===== src/rtl/decode_pkg.sv =====
// Shared decode definitions: control bundle layout, encodings and the
// pure instruction-to-control decode function.
package decode_pkg;

    localparam logic [6:0] OPC_LUI    = 7'b0110111;
    localparam logic [6:0] OPC_AUIPC  = 7'b0010111;
    localparam logic [6:0] OPC_JAL    = 7'b1101111;
    localparam logic [6:0] OPC_JALR   = 7'b1100111;
    localparam logic [6:0] OPC_BRANCH = 7'b1100011;
    localparam logic [6:0] OPC_LOAD   = 7'b0000011;
    localparam logic [6:0] OPC_STORE  = 7'b0100011;
    localparam logic [6:0] OPC_OP_IMM = 7'b0010011;
    localparam logic [6:0] OPC_OP     = 7'b0110011;

    localparam logic [1:0] ALUOP_ADD    = 2'd0;
    localparam logic [1:0] ALUOP_BRANCH = 2'd1;
    localparam logic [1:0] ALUOP_R_I    = 2'd2;

    localparam logic [1:0] RESSRC_ALU = 2'd0;
    localparam logic [1:0] RESSRC_MEM = 2'd1;
    localparam logic [1:0] RESSRC_PC4 = 2'd2;

    localparam logic [1:0] IMM_I = 2'd0;
    localparam logic [1:0] IMM_S = 2'd1;
    localparam logic [1:0] IMM_B = 2'd2;
    localparam logic [1:0] IMM_J = 2'd3;

    localparam logic [1:0] MEM_SIZE_B = 2'd0;
    localparam logic [1:0] MEM_SIZE_H = 2'd1;
    localparam logic [1:0] MEM_SIZE_W = 2'd2;

    typedef struct packed {
        logic       reg_write;
        logic [1:0] result_src;
        logic       mem_write;
        logic       jump;
        logic       branch;
        logic       alu_src;
        logic [1:0] imm_sel;
        logic       is_u_type;
        logic [1:0] alu_op_type;
        logic [1:0] mem_size;
        logic       mem_unsigned;
        logic       is_mul;
        logic       illegal;
    } ctrl_t;

    function automatic ctrl_t decode_ctrl(input logic [31:0] instr, input logic support_m);
        ctrl_t      c;
        logic [2:0] f3;
        logic [6:0] f7;
        f3            = instr[14:12];
        f7            = instr[31:25];
        c             = '0;
        c.result_src  = RESSRC_ALU;
        c.imm_sel     = IMM_I;
        c.alu_op_type = ALUOP_R_I;
        case (instr[6:0])
            OPC_LUI, OPC_AUIPC: begin
                c.reg_write = 1'b1; c.alu_src = 1'b1; c.is_u_type = 1'b1;
                c.alu_op_type = ALUOP_ADD;
            end
            OPC_JAL: begin
                c.reg_write = 1'b1; c.result_src = RESSRC_PC4; c.jump = 1'b1;
                c.imm_sel = IMM_J;
            end
            OPC_JALR: begin
                if (f3 == 3'd0) begin
                    c.reg_write = 1'b1; c.result_src = RESSRC_PC4; c.jump = 1'b1;
                    c.alu_src = 1'b1; c.alu_op_type = ALUOP_ADD;
                end else c.illegal = 1'b1;
            end
            OPC_BRANCH: begin
                if (f3 != 3'd2 && f3 != 3'd3) begin
                    c.branch = 1'b1; c.imm_sel = IMM_B; c.alu_op_type = ALUOP_BRANCH;
                end else c.illegal = 1'b1;
            end
            OPC_LOAD: begin
                if (f3 != 3'd3 && f3 != 3'd6 && f3 != 3'd7) begin
                    c.reg_write = 1'b1; c.result_src = RESSRC_MEM; c.alu_src = 1'b1;
                    c.alu_op_type = ALUOP_ADD; c.mem_size = f3[1:0]; c.mem_unsigned = f3[2];
                end else c.illegal = 1'b1;
            end
            OPC_STORE: begin
                if (f3 <= 3'd2) begin
                    c.mem_write = 1'b1; c.alu_src = 1'b1; c.imm_sel = IMM_S;
                    c.alu_op_type = ALUOP_ADD; c.mem_size = f3[1:0];
                end else c.illegal = 1'b1;
            end
            OPC_OP_IMM: begin
                c.reg_write = 1'b1; c.alu_src = 1'b1;
            end
            OPC_OP: begin
                if (f7 == 7'b0000000 || f7 == 7'b0100000) c.reg_write = 1'b1;
                else if (f7 == 7'b0000001 && support_m) begin
                    c.reg_write = 1'b1; c.is_mul = 1'b1;
                end else c.illegal = 1'b1;
            end
            default: c.illegal = 1'b1;
        endcase
        // Illegal entries carry only the default bundle so no side effect can leak downstream.
        if (c.illegal) begin
            c             = '0;
            c.alu_op_type = ALUOP_R_I;
            c.illegal     = 1'b1;
        end
        return c;
    endfunction

endpackage


===== src/rtl/decode_fifo.sv =====
// Generic DEPTH x WIDTH valid/ready FIFO with synchronous flush.
// Handshake: a beat transfers on an edge where valid & ready; valid never waits on ready.
module decode_fifo #(
    parameter int WIDTH = 8,
    parameter int DEPTH = 2
) (
    input  logic             clk_i,
    input  logic             rst_ni,
    input  logic             flush_i,
    input  logic             in_valid_i,
    output logic             in_ready_o,
    input  logic [WIDTH-1:0] in_data_i,
    output logic             out_valid_o,
    input  logic             out_ready_i,
    output logic [WIDTH-1:0] out_data_o
);
    localparam int PTR_W = $clog2(DEPTH);
    localparam logic [PTR_W:0] FULL_CNT = (PTR_W + 1)'(DEPTH);

    logic [WIDTH-1:0] mem [DEPTH];
    logic [PTR_W-1:0] rd_ptr;
    logic [PTR_W-1:0] wr_ptr;
    logic [PTR_W:0]   count;
    logic             push;
    logic             pop;

    assign in_ready_o  = (count != FULL_CNT);
    assign out_valid_o = (count != '0);
    assign out_data_o  = out_valid_o ? mem[rd_ptr] : '0;
    assign push        = in_valid_i & in_ready_o & ~flush_i;
    assign pop         = out_valid_o & out_ready_i & ~flush_i;

    always_ff @(posedge clk_i) begin
        if (rst_ni && push) mem[wr_ptr] <= in_data_i;
    end

    // Pointers wrap naturally because DEPTH is a power of two.
    always_ff @(posedge clk_i) begin
        if (!rst_ni || flush_i) begin
            rd_ptr <= '0;
            wr_ptr <= '0;
            count  <= '0;
        end else begin
            if (push) wr_ptr <= wr_ptr + 1'b1;
            if (pop)  rd_ptr <= rd_ptr + 1'b1;
            case ({push, pop})
                2'b10:   count <= count + 1'b1;
                2'b01:   count <= count - 1'b1;
                default: count <= count;
            endcase
        end
    end

endmodule


===== src/rtl/decode_stage_pipe.sv =====
// Decode stage: decodes at accept time, buffers {ctrl, instr, pc} in a FIFO
// and keeps a saturating count of accepted illegal instructions.
module decode_stage_pipe
    import decode_pkg::*;
#(
    parameter int XLEN      = 32,
    parameter int DEPTH     = 2,
    parameter int SUPPORT_M = 0,
    parameter int CNT_W     = 8
) (
    input  logic             clk_i,
    input  logic             rst_ni,
    input  logic             flush_i,
    input  logic             in_valid_i,
    output logic             in_ready_o,
    input  logic [31:0]      instr_i,
    input  logic [XLEN-1:0]  pc_i,
    output logic             out_valid_o,
    input  logic             out_ready_i,
    output ctrl_t            out_ctrl_o,
    output logic [31:0]      out_instr_o,
    output logic [XLEN-1:0]  out_pc_o,
    output logic [CNT_W-1:0] illegal_cnt_o
);
    localparam int ENTRY_W = $bits(ctrl_t) + 32 + XLEN;

    ctrl_t              dec_ctrl;
    logic [ENTRY_W-1:0] fifo_out;
    logic               accept;

    assign dec_ctrl = decode_ctrl(instr_i, SUPPORT_M != 0);
    assign accept   = in_valid_i & in_ready_o & ~flush_i;

    decode_fifo #(
        .WIDTH (ENTRY_W),
        .DEPTH (DEPTH)
    ) u_fifo (
        .clk_i       (clk_i),
        .rst_ni      (rst_ni),
        .flush_i     (flush_i),
        .in_valid_i  (in_valid_i),
        .in_ready_o  (in_ready_o),
        .in_data_i   ({dec_ctrl, instr_i, pc_i}),
        .out_valid_o (out_valid_o),
        .out_ready_i (out_ready_i),
        .out_data_o  (fifo_out)
    );

    assign {out_ctrl_o, out_instr_o, out_pc_o} = fifo_out;

    // Flush clears buffered work but not the illegal history.
    always_ff @(posedge clk_i) begin
        if (!rst_ni) begin
            illegal_cnt_o <= '0;
        end else if (accept && dec_ctrl.illegal && (illegal_cnt_o != '1)) begin
            illegal_cnt_o <= illegal_cnt_o + 1'b1;
        end
    end

endmodule

===== config.mk =====
export PLATFORM = sky130hd
export DESIGN_NAME = decode_stage_pipe
export DESIGN_NICKNAME = d
export VERILOG_FILES = /design/src/rtl/decode_pkg.sv /design/src/rtl/decode_fifo.sv /design/src/rtl/decode_stage_pipe.sv
export SDC_FILE = /design/constraint.sdc
export NUM_CORES = 1
export LEC_CHECK = 0
export CORE_ASPECT_RATIO = 1.5
export CORE_MARGIN = 2
export CORE_UTILIZATION = 45
export CTS_CLUSTER_DIAMETER = 80
export DETAILED_ROUTE_END_ITERATION = 8
export PLACE_DENSITY = 0.76
export SLEW_MARGIN = 20
export SYNTH_ARGS = -nofsm -noshare
export SYNTH_HDL_FRONTEND = slang
export SYNTH_SLANG_ARGS = --single-unit

===== constraint.sdc =====
create_clock -name clk_i -period 5.08 [get_ports clk_i]
set_input_delay 0.508 -clock clk_i [delete_from_list [all_inputs] [get_ports clk_i]]
set_output_delay 0.508 -clock clk_i [all_outputs]
set_load 0.01 [all_outputs]

# Yosys cells after proc, flatten, opt, wreduce, memory -nomap -nowiden
# Memories as Yosys holds them, arrays and structs flattened. A register that Yosys moved wholly into a read port is not among the register bits.
# Cells that the tools add are included.
dict set report classes {
  n_mux 37
  reduce_logical 16
  bitwise_logic 5
  n_addsub 5
  n_eq_ne 18
  n_lt_le_gt_ge 1
}
# operator count
set op_table {}
lappend op_table {{$mux 81} 1}
lappend op_table {{$eq 7x6->1 const B} 4}
lappend op_table {{$eq 7x7->1 const B} 3}
lappend op_table {{$mux 1} 18}
lappend op_table {{$mux 17} 1}
lappend op_table {{$eq 7x5->1 const B} 2}
lappend op_table {{$pmux 2 s3} 2}
lappend op_table {{$pmux 2 s5} 1}
lappend op_table {{$mux 3} 3}
lappend op_table {{$add 8x1->8 const B} 1}
lappend op_table {{$ne 8x8->1 const B} 1}
lappend op_table {{$pmux 1 s4} 2}
lappend op_table {{$pmux 2 s2} 2}
lappend op_table {{$eq 7x2->1 const B} 1}
lappend op_table {{$logic_not 7->1} 1}
lappend op_table {{$logic_and 1x1->1} 6}
lappend op_table {{$mux 2} 3}
lappend op_table {{$ne 3x2->1 const B} 2}
lappend op_table {{$ne 3x3->1 const B} 2}
lappend op_table {{$pmux 1 s6} 1}
lappend op_table {{$mux 5} 1}
lappend op_table {{$and 1x1->1} 4}
lappend op_table {{$mux 4} 1}
lappend op_table {{$reduce_bool 2->1} 2}
lappend op_table {{other kinds (15)} 17}
dict set report word_totals {
  mem_count 1
  regBits 12
  elab_cells 87
  output_inout_bits 91
  ram_bits 162
}
# memory words width read_ports rd_ports_with_merged_regs write_ports line
set memory_table {}
lappend memory_table {u_fifo.mem 2 81 1 1 1 decode_fifo.sv:20} ;# logic [WIDTH-1:0] mem [DEPTH];

# Depth between registers and ports, before layout
# Gate-level depths: netlist of the first run.
dict set report depth {
  ltp_word 8
  ltp_mapped 8
  ltp_nobuf 8
}

# Modules after synthesis
# Synthesis of the first run repeated with hierarchy kept, for this count alone.
dict set report hier_totals {
  cells_unflattened 478
  hier_area_um2 7113.1
}
# mod cells_each instances area_per_inst_um2
set modules_own_cells {}
lappend modules_own_cells {decode_fifo 370 1 6323.6}
lappend modules_own_cells {decode_stage_pipe 108 1 789.5}

# Worst setup path after synthesis of the first run
# No wires, ideal clock.
dict set report synth_timing {
  kind {in2reg}
  from {in in_valid_i}
  to {mem u_fifo.mem[0][0] in the netlist's numbering, enable pin}
  setup_time_ns 0.519
  stages 4
  setup_slack_ns 0.307
  t_arrival_ns 4.255
  t_required_ns 4.561
  path_buffers 0
  path_cell_list {inv_1 -> nor3_1 -> nand2_1 -> nor2_1}
}
dict set report synth_between {
  elab_chain_cells 5
}
# item line
set synth_rtl {}
lappend synth_rtl {{start, declared} decode_stage_pipe.sv:14} ;# input logic in_valid_i,
lappend synth_rtl {{$and 1x1->1 (2 in a row)} decode_fifo.sv:30} ;# assign push = in_valid_i & in_ready_o & ~flush_i;
lappend synth_rtl {{$logic_and 1x1->1} decode_fifo.sv:34} ;# if (rst_ni && push) mem[wr_ptr] <= in_data_i;
lappend synth_rtl {{$mux 1} decode_fifo.sv:34}
lappend synth_rtl {{$mux 1 (implied by the code)} decode_fifo.sv:34}
lappend synth_rtl {{end, declared} decode_fifo.sv:20}
# No other way between the ends.

==> results of run 1 <==
==> synth_stat cells, types with 4 or more instances <==
master,n,area [sq um]
a21boi_1,4,30.03
nand3_1,7,35.03
nand2_1,12,45.04
edfxtp_1,160,4805
inv_1,9,33.78
o31ai_1,4,30.03
nor3_1,6,30.03
or3_1,4,25.02
mux2i_1,80,800.8
buf_1,8,30.03
nor2_1,95,356.6
clkbuf_1,10,37.54
a21oi_1,4,20.02
o21ai_0,5,25.02
dfxtp_1,13,260.3
==> power by group <==
part	switching, uW	internal (uW)	total, uW	leakage [uW]
sequential	10.6	1580	1590	0.00152
clock	511	671	1180	0.000250
combinational	95.9	110	206	0.00117
==> kinds of logic after synthesis <==
group | after synthesis
buffers and inverters | 31
flip-flops | 173
multiplexers | 80
XOR/XNOR | 5
AO/OA/AOI/OAI | 28
adder cells (fa/ha/maj) | 2
other | 1
AND/OR/NAND/NOR | 151
==> cell usage in the layout, fill, tap and decap left out, types with 6 or more instances in the layout <==
| cell | Yosys | layout |
|---|---|---|
| clkbuf_16 | 0 | 17 |
| clkdlybuf4s50_1 | 0 | 158 |
| clkinvlp_4 | 0 | 6 |
| dfxtp_1 | 13 | 12 |
| edfxtp_1 | 160 | 160 |
| inv_1 | 9 | 9 |
| mux2i_1 | 80 | 80 |
| nand2_1 | 12 | 12 |
| nand3_1 | 7 | 7 |
| nor2_1 | 95 | 93 |
| nor3_1 | 6 | 6 |
==> layer usage <==
layer | share of wire (%) | routed length [um]
met2 | 55 | 7727
met4 | 3.4 | 478
met1 | 38 | 5423
met5 | 0 | 0
met3 | 3.8 | 538
==> registers in the layout (all words and copies together), names as in the netlist, named ones only <==
signal	count
illegal_cnt_o	8
u_fifo.count	2
u_fifo.mem	160
u_fifo.wr_ptr	1
u_fifo.rd_ptr	1
==> worst min-delay path by stage <==
stage / slack [ns] / from / endpoint
finish: 0.52 / u_fifo.rd_ptr$_SDFFE_PP0P_ / u_fifo.rd_ptr$_SDFFE_PP0P_
global route: 0.55 / illegal_cnt_o[7]$_SDFFE_PN0P_ / illegal_cnt_o[7]$_SDFFE_PN0P_
CTS: 0.52 / u_fifo.rd_ptr$_SDFFE_PP0P_ / u_fifo.rd_ptr$_SDFFE_PP0P_
detailed placement: 0.50 / u_fifo.rd_ptr$_SDFFE_PP0P_ / u_fifo.rd_ptr$_SDFFE_PP0P_
global placement: 0.48 / illegal_cnt_o[6]$_SDFFE_PN0P_ / illegal_cnt_o[6]$_SDFFE_PN0P_
floorplan: 0.47 / u_fifo.count[1]$_SDFFE_PP0P_ / u_fifo.count[1]$_SDFFE_PP0P_
==> worst reg2reg max path: stages (launching register included) <==
cell and delay [ns]:
dfxtp_1 0.46, nor2b_1 0.12, nor3_1 0.40, and3_4 0.65, buf_12 0.32
==> metrics by stage <==
| step | instances | area (sq um) |
|---|---|---|
| detailed placement | 810 | 8801 |
| CTS | 840 | 9346 |
| global route | 841 | 9370 |
| floorplan | 471 | 7022 |
| global placement | 810 | 8801 |
| finish | 841 | 9370 |
==> final cells by class <==
cell class                 count  area (sq um)
fill                        1189          5838
sequential                   173          5069
multi-input combinational    267          1838
timing repair buffer         163          1635
clock buffer                  17         425.4
tap                          199         249.0
clock inverter                13         120.1
inverter                       9         33.78
==> results.ini, run 1 <==
[critical_path]
r2r-start=u_fifo.count[0]$_SDFFE_PP0P_
slowest_stage=dfxtp_4
cp.buffers_inverters=2
slowest_delay_ns=0.82
cp_cell_sequence=buf_4, mux2i_1, nor2_1, clkdlybuf4s50_1
crit_required_ns=4.57
critPathMaxFanout=42
cp-start-kind=register
r2r-end=u_fifo.mem[1][18]$_DFFE_PP_
path_class=reg2out
path_depth=4
ff2ff_setup_slack_ns=2.78
setup.worst_path.end=out_pc_o[9]
cp_top_family=buffers and inverters
rr_worst_depth=4
endpoint_kind=output pin
critical_path_arrival_ns=2.61

[sta]
rsz0062_at_grt=no
fin_ws_ns=1.966
skew_ns=0.009010
drv_slew=0
min_period_ns=3.114
maxSlewHeadroom_pct=41.87
hold_viol=0
worst_pin_slew_ns=0.8668
setup_viol=0
max_freq_ghz=0.3211
period_share_pct=61.30
tns_ns=0
holdWs_ns=0.5239

[detailed_routing]
drtIter0Drc=194
routed_wirelength_um=14170
vias=4289
drc=0
ant_nets=0
viasPerCell=5.100
wl_per_cell_um=16.85
firstDrtPassIters=4

[global_route]
gr-usage-met1_pct=18.35
grt_usage_pct=17.15
grt_max_degree=81
grt_overflow=0
busiest_layer=met2
grt_pass1_vias=4456
use_met3_pct=3.644
grt_pass1_wl_um=21890
grt_util_met2_pct=31.58
antenna_found_initial=0

[floorplanning]
die_h_um=157.0
die_w_um=106.0
initial_core_util_pct=46.17
placementRows=55
ioPinCount=160
fp.coreArea_sq_um=15210
dieArea_sq_um=16640

[synthesis]
ys_types=47
synth-simple-area-share_pct=10.48
synth_edf_count=160
synth_area_per_cell_sq_um=14.91
synth_top_family_by_area=multiplexers
yosysWarnings=0
post_synth_mux_area_share_pct=11.40
netlist_instances=471
synth_top_flop_cell=edfxtp_1
seq_area_frac_synth_pct=72.13
synth_fa_ha_area_share_pct=0.3564
syn-num-nets=542
ys_ff_latch=173
async_reset_ff_share_pct=0
yosys.area_share.xor_xnor_pct=0.6237
synth_compound_area_share_pct=2.976
netlist_area_sq_um=7022

[power_and_ir_drop]
power_per_cell_area_nw_per_um2=318.1
power_leakage_uw=0.002945
power_uw=2980
ir_drop_v=0.0002147

[clocking]
post_cts_buffers=0
cts.root.buffer_cell=clkbuf_16
cts_resized=0
postCtsHoldBufs=0
clk_pin_slew_worst_paths_ns=0.06
cts_tree=built
cts_buffers=17
cts_buffer_depth=2
clkSinkCount=173
worstSkewPairLatency_ns=0.41
cts_max_level=4

[place]
gp_congestion=0.8158
hpwl_um=9234
portBuffers=158
dp_slack_ns=1.922

[flow_run]
maxCapViolations=0

[cells_and_area]
post_route_cells_drive_above_1_share_pct=8.255
syn2layout_area_growth_pct=33.45
nNetsFinal=702
diodes=0
final_core_util_pct=61.61

[status]
outcome=finished, final reports clean

[worst_hold_path]
holdPathStages=2
min_path_type=reg2reg

No activity file was read; power rests on OpenSTA's default activity.
==> run 2: changes to the inputs <==
Settings changed: CORE_UTILIZATION 45 to 50, PLACE_DENSITY 0.76 to 0.8.
Clock period 5.08 ns to 3.1 ns, I/O delays scaled along.
==> results.ini, run 2 (synthesis results as in run 1) <==
[floorplanning]
placementRows=53
die_h_um=149.1
ioPinCount=160
dieArea_sq_um=15030
initial_core_util_pct=50.66
fp.coreArea_sq_um=13860
die_w_um=100.8

[cells_and_area]
largest_reg_flops=160
diodes=0
reg.largest.list=u_fifo.mem (160), illegal_cnt_o (8), u_fifo.count (2)
fill_cells=913
final_core_util_pct=68.72
final_common_cell=edfxtp_1
nNetsFinal=711
post_route_cells_drive_above_1_share_pct=9.648
final_cell_mix=edfxtp_1 (160), clkdlybuf4s50_1 (158), nor2_1 (93)
syn2layout_area_growth_pct=35.64
largest-register=u_fifo.mem

[sta]
skew_ns=0.007388
holdWs_ns=0.4758
worst_pin_slew_ns=0.9045
hold_viol=0
fin_ws_ns=0.5623
setup_viol=0
max_freq_ghz=0.3941
period_share_pct=81.86
min_period_ns=2.538
tns_ns=0
drv_slew=0
maxSlewHeadroom_pct=39.34
rsz0062_at_grt=no

[power_and_ir_drop]
power_frac_comb_pct=6.9
p_sw_uw=1089
switching_share_pct=21.35
power_uw=5098
power_per_cell_area_nw_per_um2=535.3
power_frac_seq_pct=51.2
p_clk_share_pct=41.9
p_int_uw=4010
power_leakage_uw=0.003052
ir_drop_v=0.0003987

[global_route]
busiest_layer=met2
grt_pass1_vias=4511
grt_pass1_wl_um=22740
grt_usage_pct=19.88
use_met3_pct=3.515
grt_util_met2_pct=35.53
antenna_found_initial=0
grt_max_degree=33
gr-usage-met1_pct=22.81
grt_overflow=0

[clocking]
cts.root.buffer_cell=clkbuf_16
post_cts_buffers=0
postCtsHoldBufs=0
clkSinkCount=173
cts_max_level=4
worstSkewPairLatency_ns=0.41
cts_tree=built
cts_buffers=17
clk_pin_slew_worst_paths_ns=0.07
cts_buffer_depth=2
cts_resized=0

[critical_path]
cp-start-kind=input port
endpoint_kind=register
path_class=in2reg
crit_required_ns=3.42
critical_path_arrival_ns=2.86
slowest_stage=o31ai_2
cp_top_family=compound AO/OA/AOI/OAI gates
slowest_delay_ns=0.73
cp_cell_sequence=clkdlybuf4s50_1, and2b_2, a211o_2, a21o_1, o31ai_2, o21ai_0, a21boi_0
critPathMaxFanout=15
cp.buffers_inverters=1

[detailed_routing]
drtIter0Drc=208
routed_wirelength_um=14590
firstDrtPassIters=4
wl_per_cell_um=17.84
ant_nets=0
drc=0
viasPerCell=5.346
vias=4373

[worst_hold_path]
min_path_type=in2reg

[place]
gp_congestion=0.8468
hpwl_um=10190
portBuffers=158
dp_slack_ns=0.1828

[flow_run]
maxCapViolations=0

[status]
outcome=finished, final reports clean

-- run 2: layer usage --
metal | vias to the layer above | share of wire, %
met5 | - | 0
met4 | 0 | 3.1
met3 | 32 | 3.9
met2 | 142 | 55
met1 | 2127 | 38
li1 | 2072 | -
-- run 2: cell type report --
cell class / count / area (sq um) / share of cell area (%)
Sequential cell: 173 / 5069 / 53.22
Multi-Input combinational cell: 267 / 1838 / 19.30
Timing Repair Buffer: 172 / 1774 / 18.63
Clock buffer: 18 / 429.2 / 4.506
Tap cell: 165 / 206.4 / 2.168
Clock inverter: 14 / 173.9 / 1.826
Inverter: 9 / 33.78 / 0.3547
-- run 2: power groups by stage --
stage | clock network [uW] | logic, uW | registers, uW
finish | 2140 | 351 | 2610
detailed placement | 0 | 352 | 2660
floorplan | 0 | 137 | 2660
global placement | 0 | 342 | 2660
CTS | 2170 | 354 | 2610
global route | 2280 | 378 | 2610
-- run 2: path summary, 6_finish.rpt --
check	start	end	slack, ns	depth (start not counted)
max	instr_i[2]	illegal_cnt_o[4]$_SDFFE_PN0P_	0.56	7
min	instr_i[22]	u_fifo.mem[1][54]$_DFFE_PP_	0.48	1
max reg2reg	u_fifo.count[0]$_SDFFE_PP0P_	u_fifo.mem[0][16]$_DFFE_PP_	0.92	5
min reg2reg	illegal_cnt_o[7]$_SDFFE_PN0P_	illegal_cnt_o[7]$_SDFFE_PN0P_	0.51	2
-- run 2: through the flow --
step,instance area [sq um],instances
after floorplan,7030,471
after global placement,8921,786
after detailed placement,8921,786
after CTS,9524,818
after global routing,9524,818
final,9524,818
